==> src/rtl/time_of_day.sv <==
// Time-of-day clock with alarm: 24h h:m:s, alarm setting and
// ring/snooze state machine driven by a 1 Hz tick.
module time_of_day #(
  parameter int RING_TICKS   = 60,
  parameter int SNOOZE_TICKS = 300
) (
  input  logic       clk,
  input  logic       rst,
  input  logic       tick,
  input  logic [1:0] mode,
  input  logic       inc_min,
  input  logic       inc_hr,
  input  logic       alarm_en,
  input  logic       snooze,
  input  logic       stop,
  output logic [4:0] hr,
  output logic [5:0] min,
  output logic [5:0] sec,
  output logic [4:0] al_hr,
  output logic [5:0] al_min,
  output logic       buzz
);

  localparam int MAXT = (RING_TICKS > SNOOZE_TICKS) ?
                        RING_TICKS : SNOOZE_TICKS;
  localparam int CW = $clog2(MAXT + 1);
  localparam logic [CW-1:0] RING_C = CW'(RING_TICKS);
  localparam logic [CW-1:0] SNZ_C  = CW'(SNOOZE_TICKS);
  localparam logic [CW-1:0] ONE_C  = CW'(1);

  typedef enum logic [1:0] {
    IDLE,
    RING,
    SNZ
  } state_t;

  state_t      state_q, state_d;
  logic [4:0]  hr_q, hr_d, al_hr_q, al_hr_d;
  logic [5:0]  min_q, min_d, sec_q, sec_d;
  logic [5:0]  al_min_q, al_min_d;
  logic [CW-1:0] ring_q, ring_d, snz_q, snz_d;
  logic [CW-1:0] ring_inc;
  logic        tick_q;
  logic        set_time, set_alarm, match, abort;

  assign set_time  = (mode == 2'b01);
  assign set_alarm = (mode == 2'b10);
  assign abort     = set_time | stop | ~alarm_en;
  assign ring_inc  = ring_q + ONE_C;

  // tick_q trails the tick that just rolled sec to 0
  assign match = tick_q && (hr_q == al_hr_q) &&
                 (min_q == al_min_q) && (sec_q == 6'd0) &&
                 alarm_en && !set_time;

  always_comb begin
    hr_d  = hr_q;
    min_d = min_q;
    sec_d = sec_q;
    if (set_time) begin
      sec_d = '0;
      if (inc_min)
        min_d = (min_q == 6'd59) ? '0 : min_q + 6'd1;
      if (inc_hr)
        hr_d = (hr_q == 5'd23) ? '0 : hr_q + 5'd1;
    end else if (tick) begin
      if (sec_q == 6'd59) begin
        sec_d = '0;
        if (min_q == 6'd59) begin
          min_d = '0;
          hr_d  = (hr_q == 5'd23) ? '0 : hr_q + 5'd1;
        end else begin
          min_d = min_q + 6'd1;
        end
      end else begin
        sec_d = sec_q + 6'd1;
      end
    end
  end

  always_comb begin
    al_hr_d  = al_hr_q;
    al_min_d = al_min_q;
    if (set_alarm) begin
      if (inc_min)
        al_min_d = (al_min_q == 6'd59) ? '0 : al_min_q + 6'd1;
      if (inc_hr)
        al_hr_d = (al_hr_q == 5'd23) ? '0 : al_hr_q + 5'd1;
    end
  end

  always_comb begin
    state_d = state_q;
    ring_d  = ring_q;
    snz_d   = snz_q;
    unique case (state_q)
      IDLE: begin
        if (match) begin
          state_d = RING;
          ring_d  = '0;
        end
      end
      RING: begin
        if (abort) begin
          state_d = IDLE;
        end else if (snooze) begin
          state_d = SNZ;
          snz_d   = SNZ_C;
        end else if (tick) begin
          ring_d = ring_inc;
          if (ring_inc == RING_C)
            state_d = IDLE;
        end
      end
      SNZ: begin
        if (abort) begin
          state_d = IDLE;
        end else if (tick) begin
          snz_d = snz_q - ONE_C;
          if (snz_q == ONE_C) begin
            state_d = RING;
            ring_d  = '0;
          end
        end
      end
      default: state_d = IDLE;
    endcase
  end

  always_ff @(posedge clk or negedge rst) begin
    if (!rst) begin
      state_q  <= IDLE;
      hr_q     <= '0;
      min_q    <= '0;
      sec_q    <= '0;
      al_hr_q  <= '0;
      al_min_q <= '0;
      ring_q   <= '0;
      snz_q    <= '0;
      tick_q   <= 1'b0;
    end else begin
      state_q  <= state_d;
      hr_q     <= hr_d;
      min_q    <= min_d;
      sec_q    <= sec_d;
      al_hr_q  <= al_hr_d;
      al_min_q <= al_min_d;
      ring_q   <= ring_d;
      snz_q    <= snz_d;
      tick_q   <= tick;
    end
  end

  assign hr     = hr_q;
  assign min    = min_q;
  assign sec    = sec_q;
  assign al_hr  = al_hr_q;
  assign al_min = al_min_q;
  assign buzz   = (state_q == RING);

endmodule

==> config.mk <==
export PLATFORM = sky130hd
export DESIGN_NAME = time_of_day
export DESIGN_NICKNAME = d
export VERILOG_FILES = /design/src/rtl/time_of_day.sv
export SDC_FILE = /design/constraint.sdc
export NUM_CORES = 1
export LEC_CHECK = 0
export CORE_UTILIZATION = 61
export CTS_BUF_LIST = sky130_fd_sc_hd__clkbuf_8
export CTS_CLUSTER_SIZE = 12
export DETAILED_ROUTE_END_ITERATION = 16
export GPL_ROUTABILITY_DRIVEN = 0
export PLACE_DENSITY_LB_ADDON = 0.25
export SLEW_MARGIN = 15
export SYNTH_ARGS = -nofsm -noshare
export SYNTH_HDL_FRONTEND = slang
export SYNTH_SLANG_ARGS = --single-unit
==> constraint.sdc <==
create_clock -name clk -period 4.42 [get_ports clk]
set_input_delay 0.663 -clock clk [delete_from_list [all_inputs] [get_ports clk]]
set_output_delay 0.663 -clock clk [all_outputs]
set_load 0.005 [all_outputs]
# Word level (Yosys, flattened, before mapping)
# Cells that the tools add are included.
dict set report classes {
  n_eq_ne 27
  n_bitwise 3
  n_addsub 7
  muxes 38
  reduce_logical 20
}
# op count
set ops {}
lappend ops {{$mux 9} 11}
lappend ops {{$mux 6} 9}
lappend ops {{$mux 5} 7}
lappend ops {{$pmux 9 s3} 1}
lappend ops {{$ne 2x2->1 const B} 10}
lappend ops {{$add 6x1->6 const B} 3}
lappend ops {{$eq 6x6->1 const B} 3}
lappend ops {{$pmux 9 s2} 1}
lappend ops {{$mux 2} 8}
lappend ops {{$add 5x1->5 const B} 2}
lappend ops {{$eq 5x5->1 const B} 2}
lappend ops {{$reduce_and 5->1} 2}
lappend ops {{$add 9x1->9 const B} 1}
lappend ops {{$eq 9x1->1 const B} 1}
lappend ops {{$eq 9x6->1 const B} 1}
lappend ops {{$sub 9x1->9 const B} 1}
lappend ops {{$reduce_and 8->1} 1}
lappend ops {{$reduce_bool 2->1} 4}
lappend ops {{$eq 6x6->1} 1}
lappend ops {{$logic_not 6->1} 1}
lappend ops {{$ne 3x3->1 const B} 2}
lappend ops {{$pmux 2 s3} 1}
lappend ops {{$eq 5x5->1} 1}
lappend ops {{$logic_and 1x1->1} 5}
lappend ops {{12 further kinds} 16}
dict set report word_totals {
  word_cells 104
  regBits 49
  out_inout_bits 29
  input_bits 10
}

# Logic depth before layout (Yosys ltp)
# Gate-level depths: netlist of run 1.
dict set report logic_depth {
  ltp_word 8
  depth_mapped 9
  ltp_nobuf 8
}

# Worst setup path before layout of run 1
# No wires, ideal clock.
dict set report synth_path {
  kind {register to register}
  start {register snz_q[4]}
  end {register ring_q[6]}
  t_required_ns 4.291
  arrival_time_ns 1.965
  path_slack_ns 2.327
  n_path_buf 2
  path_stages_with_launch 9
  setup_ns 0.129
  synth_period_minus_slack_ns 2.093
  path_cell_list {dfrtp_1 > or4_1 > buf_2 > o32a_1 > nor4_2 > a31oi_1 > buf_2 > o21ai_1 > o41ai_2}
}
dict set report synth_between {
  elab_chain_cells 3
}
# item line_no
set synth_rtl {}
lappend synth_rtl {{from (decl)} 41} ;# logic [CW-1:0] ring_q, ring_d, snz_q, snz_d;
lappend synth_rtl {{from (signal assigned)} 149} ;# snz_q <= snz_d;
lappend synth_rtl {{$eq 9x1->1} 120} ;# if (snz_q == ONE_C) begin
lappend synth_rtl {{$ne 2x2->1 (no line)} n/a}
lappend synth_rtl {{$reduce_and 8->1 (no line)} n/a}
lappend synth_rtl {{to (signal assigned)} 148} ;# ring_q <= ring_d;
lappend synth_rtl {{to (decl)} 41}
# No other way between the ends.
# A chain may end at the register's enable or synchronous reset.

# Final worst setup path of run 1
dict set report layout_path {
  start {register state_q[1]}
  end {output port buzz}
}
dict set report layout_between {
  elab_chain_cells 1
}
# item line_no
set layout_rtl {}
lappend layout_rtl {{from (decl)} 37} ;# state_t state_q, state_d;
lappend layout_rtl {{from (signal assigned)} 142} ;# state_q <= state_d;
lappend layout_rtl {{$eq 2x1->1} 159} ;# assign buzz = (state_q == RING);
lappend layout_rtl {{to (decl)} 21} ;# output logic buzz
# No other way between the ends.

==> flow_summary.ini, run 1 <==
[sta]
rsz_0062_raised_after_global_routing = false
post_route_fraction_of_the_period_consumed_by_the_critical_path_pct = 61.5
setup-violations-final = 0
worst_margin_pin_slew_ns = 0.976
tns_ns = 0
number_of_pins_with_negative_max_slew_slack_in_the_final_report = 0
finalCriticalPeriod_ns = 2.72
layout_setup_ws_ns = 1.70
maxClockFrequency_ghz = 0.368
fin_skew_ns = 0.00716
finalHoldViolCount = 0
slew_headroom_pct = 34.6

[final_layout]
finalNetCount = 358
post_route_cells_drive_above_1_share_pct = 7.37
finish.cell_count_without_fillers = 391
nFillCells = 320
total_non_filler_cell_area_in_the_finished_layout_sq_um = 3360
antenna_cells = 0
area_delta_synth_final_pct = 18.1
layout.core_utilization_pct = 76.0

[setup_path]
worstPathRequired_ns = 3.76
critical_path_class = reg2out
timing.critical_path.slowest_cell_delay_ns = 0.54
crit_slowest_cell = sky130_fd_sc_hd__clkdlybuf4s50_1
worst-endpoint-arrival_ns = 2.06
critical_path.endpoint_type = output port
worstPathCellList = nand2b_1 -> clkinv_1 -> clkdlybuf4s50_1
path_max_fanout = 10
startpoint_type = flop

[synth]
synth.most_common_cell = sky130_fd_sc_hd__dfrtp_1
netlist_top_cells_count = sky130_fd_sc_hd__dfrtp_1, sky130_fd_sc_hd__nand2_1, sky130_fd_sc_hd__o21ai_0
synth-edff-count = 0
synth-async-reset-ratio_pct = 100
synth_area_leaders = sky130_fd_sc_hd__dfrtp_1, sky130_fd_sc_hd__xnor2_1, sky130_fd_sc_hd__nand2_1
yosys.area.top_type_share_pct = 43.2
yosys_most_used_dff = sky130_fd_sc_hd__dfrtp_1
syn-cell-area_sq_um = 2840
syn_nets = 324
syn-mean-instance-area_sq_um = 9.35
yosys_warning_total = 0
register_bit_count_reported_by_yosys = 49
synth_top_area_cell = sky130_fd_sc_hd__dfrtp_1
seq_area_frac_synth_pct = 43.2
number_of_different_library_cells_in_the_post_synthesis_netlist = 48
synth_instances = 304

[grt]
grtUsageTotal_pct = 27.0
grt_pass1_vias = 2333
global_route.overflow_total = 0
top_usage_layer = met2
met2_routing_resource_usage_after_global_routing_pct = 45.8
grt_antenna_before_repair = 0
gr-usage-met1_pct = 34.6
grt_start_max_net_pins = 50
global_route_wire_length_before_repair_um = 10600
m3_gr_usage_pct = 5.19

[run_status]
run_status = finished, final reports clean

[drt]
post-route-drc-count = 0
route.detailed.wl_per_inst_um = 16.0
postRouteAntennaNets = 0
routed_wl_um = 6240
dr_total_vias = 2389
first_pass_iters = 4
viasPerCell = 6.11
number_of_design_rule_violations_left_by_the_first_detailed_router_iteration = 147

[floorplan]
effective_utilization_at_floorplan_pct = 64.4
total_core_area_sq_um = 4410
fp.dieW_um = 70.3
top_level_ports = 39
rows = 24
floorplan.die_area_sq_um = 4940
die_y_um = 70.3

[clock_network]
clockRootBuffer = sky130_fd_sc_hd__clkbuf_8
worst_skew_pair.late_latency_ns = 0.30
cts.htree.levels = 2
cts.sink_count = 49
cts_repair_resize_count = 0
cts.clk_slew.worst_paths_ns = 0.10
cts_inserted_buffers = 5
cts.repair_timing.setup_buffer_count = 0
tritoncts = built
cts_buffer_depth = 2
cts_hold_repair.buffers = 0

[placement]
place.detailed.hpwl_um = 4440
pre_cts_ws_ns = 1.46
place.detailed.instances = 383
buffer_ports.inserted = 38
detailed_place.area_sq_um = 3230

[run]
maxCapViolations = 0

[hold_path]
worstHoldPathType = in2async

[pwr]
leakage_nw = 1.44
comb_power_share_pct = 31.2
seq_power_share_pct = 46.8
switching_share_pct = 33.4
power_switching_mw = 0.512
intPower_mw = 1.02
power.ir.vdd_worst_uv = 326
power_per_unit_of_standard_cell_area_nw_per_um2 = 456
power_frac_clock_pct = 22.0
==> power groups by stage <==
stage / sequential [mW] / clock, mW / combinational (mW)
after global placement: 0.718 / 0 / 0.456
after global routing: 0.735 / 0.359 / 0.532
after CTS: 0.715 / 0.341 / 0.481
after floorplan: 0.675 / 0 / 0.275
after detailed placement: 0.721 / 0 / 0.473
final: 0.716 / 0.337 / 0.477
==> flip-flops by register name, indices dropped and copies added (netlist names) <==
signal   count
snz_q        9
hr           5
tick_q       1
min          6
state_q      2
sec          6
al_min       6
ring_q       9
al_hr        5
==> worst paths after layout <==
path                       cells after the start        from         to  slack (ns)
max in group asynchronous                      1         rst   al_hr[3]        3.64
max reg2reg                                    8    snz_q[1]  ring_q[6]        1.96
min                                            1         rst     sec[2]        0.36
min reg2reg                                    1   ring_q[5]  ring_q[5]        0.50
min in group clk                               1   ring_q[5]  ring_q[5]        0.50
max                                            3  state_q[1]       buzz        1.70
==> critical path: cells and delay by family (launching register included) <==
family	cells	cell delay, ns
buffers and inverters	2	0.90
DFF	1	0.50
and+or+nand+nor	1	0.35
==> metal layers <==
metal	up-vias	share of wire (%)	wire length, um
li1	1156	-	-
met1	1161	45	2800
met2	60	49	3060
met3	12	4.1	255
met4	0	1.9	117
met5	-	0	0
==> placed cells by master, fill, tap and decap left out, types with 5 or more instances in the layout <==
master and instances:
sky130_fd_sc_hd__xnor2_1 16, sky130_fd_sc_hd__o21ai_0 25, sky130_fd_sc_hd__clkbuf_8 6, sky130_fd_sc_hd__nor3_1 6, sky130_fd_sc_hd__nand3_1 14, sky130_fd_sc_hd__clkdlybuf4s50_1 37
sky130_fd_sc_hd__nand4_1 11, sky130_fd_sc_hd__ha_1 10, sky130_fd_sc_hd__a21oi_1 13, sky130_fd_sc_hd__nor2b_1 5, sky130_fd_sc_hd__mux2_2 8, sky130_fd_sc_hd__nor2_1 23
sky130_fd_sc_hd__nand2_1 35, sky130_fd_sc_hd__xor2_1 8, sky130_fd_sc_hd__inv_1 7, sky130_fd_sc_hd__nand2b_1 5, sky130_fd_sc_hd__dfrtp_1 49
==> cells by family (layout without fill, tap and decap cells) <==
logic type	after synthesis	in the layout	synth area share, %
AND/OR/NAND/NOR	125	125	22.8
AO/OA/AOI/OAI	67	67	15.6
flip-flops	49	49	43.2
XOR/XNOR	24	24	7.40
buffers and inverters	19	54	2.77
adder cells (fa/ha/maj)	10	10	4.40
multiplexers	10	10	3.88
==> layout make-up <==
class | count | area [sq um] | share of cell area, %
flip-flops and latches | 49 | 1230 | 36.5
clock buffers | 6 | 82.6 | 2.46
multi-input cells | 236 | 1540 | 45.8
repair buffers | 38 | 378 | 11.3
inverters | 8 | 30.0 | 0.895
well taps | 52 | 65.1 | 1.94
clock inverters | 2 | 37.5 | 1.12
==> metrics by stage <==
stage | hold slack, ns | power [mW]
finish | 0.365 | 1.53
global route | 0.413 | 1.63
CTS | 0.510 | 1.54
detailed placement | 0.497 | 1.19
global placement | 0.497 | 1.17
floorplan | 0.367 | 0.950
Note: power is estimated with default switching activity, not from simulation.
==> run 2: changes to the inputs <==
Settings changed: CORE_UTILIZATION 61 to 57.
Clock period 4.42 ns to 2.8 ns, I/O delays scaled along.
==> flow_summary.ini, run 2 (same netlist as run 1, synthesis figures left out) <==
[run_status]
run_status = finished, final reports clean

[sta]
slew_headroom_pct = 33.3
layout_setup_ws_ns = 0.302
fin_skew_ns = 0.0107
finalHoldViolCount = 0
maxClockFrequency_ghz = 0.400
rsz_0062_raised_after_global_routing = false
hold-worst-slack_ns = 0.00109
tns_ns = 0
post_route_fraction_of_the_period_consumed_by_the_critical_path_pct = 89.2
finalCriticalPeriod_ns = 2.50
setup-violations-final = 0
number_of_pins_with_negative_max_slew_slack_in_the_final_report = 0
worst_margin_pin_slew_ns = 0.996

[pwr]
leakage_nw = 1.46
power_per_unit_of_standard_cell_area_nw_per_um2 = 680
power.ir.vdd_worst_uv = 502
total_power_mw = 2.30

[setup_path]
reg2regPathDepth = 8
critical_path.endpoint_type = flop
worst-endpoint-arrival_ns = 2.70
worst-r2r-setup-slack_ns = 0.30
critical_path_class = reg2reg
path_max_fanout = 13
worstPathRequired_ns = 3.01
rr_startpoint = snz_q[1]
startpoint_type = flop
worstReg2RegEnd = ring_q[6]

[placement]
detailed_place.area_sq_um = 3290
place.detailed.hpwl_um = 4450
buffer_ports.inserted = 38
pre_cts_ws_ns = 0.121

[grt]
grt_start_max_net_pins = 35
gr-usage-met1_pct = 35.3
grt_pass1_vias = 2207
top_usage_layer = met2
grtUsageTotal_pct = 25.3
m3_gr_usage_pct = 4.97
met2_routing_resource_usage_after_global_routing_pct = 39.7
grt_antenna_before_repair = 0
global_route_wire_length_before_repair_um = 10300
global_route.overflow_total = 0

[drt]
routed_wl_um = 6030
postRouteAntennaNets = 0
route.detailed.wl_per_inst_um = 14.7
dr_total_vias = 2334
number_of_design_rule_violations_left_by_the_first_detailed_router_iteration = 132
viasPerCell = 5.69
first_pass_iters = 4
post-route-drc-count = 0

[clock_network]
cts_inserted_buffers = 5
clockRootBuffer = sky130_fd_sc_hd__clkbuf_8
cts.clk_slew.worst_paths_ns = 0.09
cts.htree.levels = 2
cts_repair_resize_count = 0
cts.sink_count = 49
tritoncts = built
cts_hold_repair.buffers = 0
cts.repair_timing.setup_buffer_count = 0
cts_buffer_depth = 2
worst_skew_pair.late_latency_ns = 0.30

[floorplan]
effective_utilization_at_floorplan_pct = 59.8
rows = 25
total_core_area_sq_um = 4750
floorplan.die_area_sq_um = 5270
die_y_um = 72.6
top_level_ports = 39
fp.dieW_um = 72.6

[run]
maxCapViolations = 0

[final_layout]
largest_registers = ring_q x9, snz_q x9
finalNetCount = 363
area_delta_synth_final_pct = 18.8
antenna_cells = 0
most-common-layout-cells = sky130_fd_sc_hd__dfrtp_1, sky130_fd_sc_hd__clkdlybuf4s50_1, sky130_fd_sc_hd__nand2_1
mostFrequentLayoutCell = sky130_fd_sc_hd__dfrtp_1
total_non_filler_cell_area_in_the_finished_layout_sq_um = 3380
post_route_cells_drive_above_1_share_pct = 8.16

[hold_path]
worstHoldPathType = in2async
## run 2: layout make-up
type,instances,area (sq um)
well taps,67,83.8
clock inverters,1,3.75
repair buffers,43,413
multi-input cells,236,1540
flip-flops and latches,49,1230
inverters,8,30.0
fillers,373,1380
clock buffers,6,82.6
## run 2: through the flow
step / instances / util (%)
6_report: 410 / 71.0
5_1_grt: 410 / 71.0
4_1_cts: 410 / 71.0
3_5_place_dp: 403 / 69.2
3_3_place_gp: 403 / 69.2
2_1_floorplan: 304 / -
## run 2: critical path: stages (launching register included)
cell                       delay (ns)
sky130_fd_sc_hd__dfrtp_1         0.43
sky130_fd_sc_hd__inv_1           0.12
sky130_fd_sc_hd__ha_1            0.14
sky130_fd_sc_hd__or4b_1          0.47
sky130_fd_sc_hd__o32a_1          0.32
sky130_fd_sc_hd__nor4_2          0.13
sky130_fd_sc_hd__a31oi_1         0.22
sky130_fd_sc_hd__nand2b_4        0.30
sky130_fd_sc_hd__o41ai_2         0.27
## run 2: worst max path at each step
| stage | slack, ns | cells after the start | end | from |
|---|---|---|---|---|
| 6_report | 0.30 | 8 | ring_q[6] | snz_q[1] |
| 3_5_place_dp | 0.12 | 7 | ring_q[2] | mode[1] |
| 5_1_grt | 0.16 | 8 | ring_q[6] | snz_q[1] |
| 4_1_cts | 0.31 | 8 | ring_q[6] | snz_q[1] |
| 3_3_place_gp | 0.18 | 7 | ring_q[2] | mode[1] |
| 2_1_floorplan | 0.71 | 8 | ring_q[6] | snz_q[4] |
## run 2: report_power, final
part / internal [mW] / leakage, nW / total [mW] / switching [mW]
sequential: 0.861 / 0.648 / 1.13 / 0.269
combinational: 0.460 / 0.763 / 0.755 / 0.295
clock: 0.193 / 0.0485 / 0.411 / 0.219
## run 2: per-layer routing
metal | wire length [um] | up-vias
li1 | - | 1163
met5 | 0 | -
met4 | 73 | 0
met1 | 2850 | 1120
met3 | 274 | 6
met2 | 2830 | 45
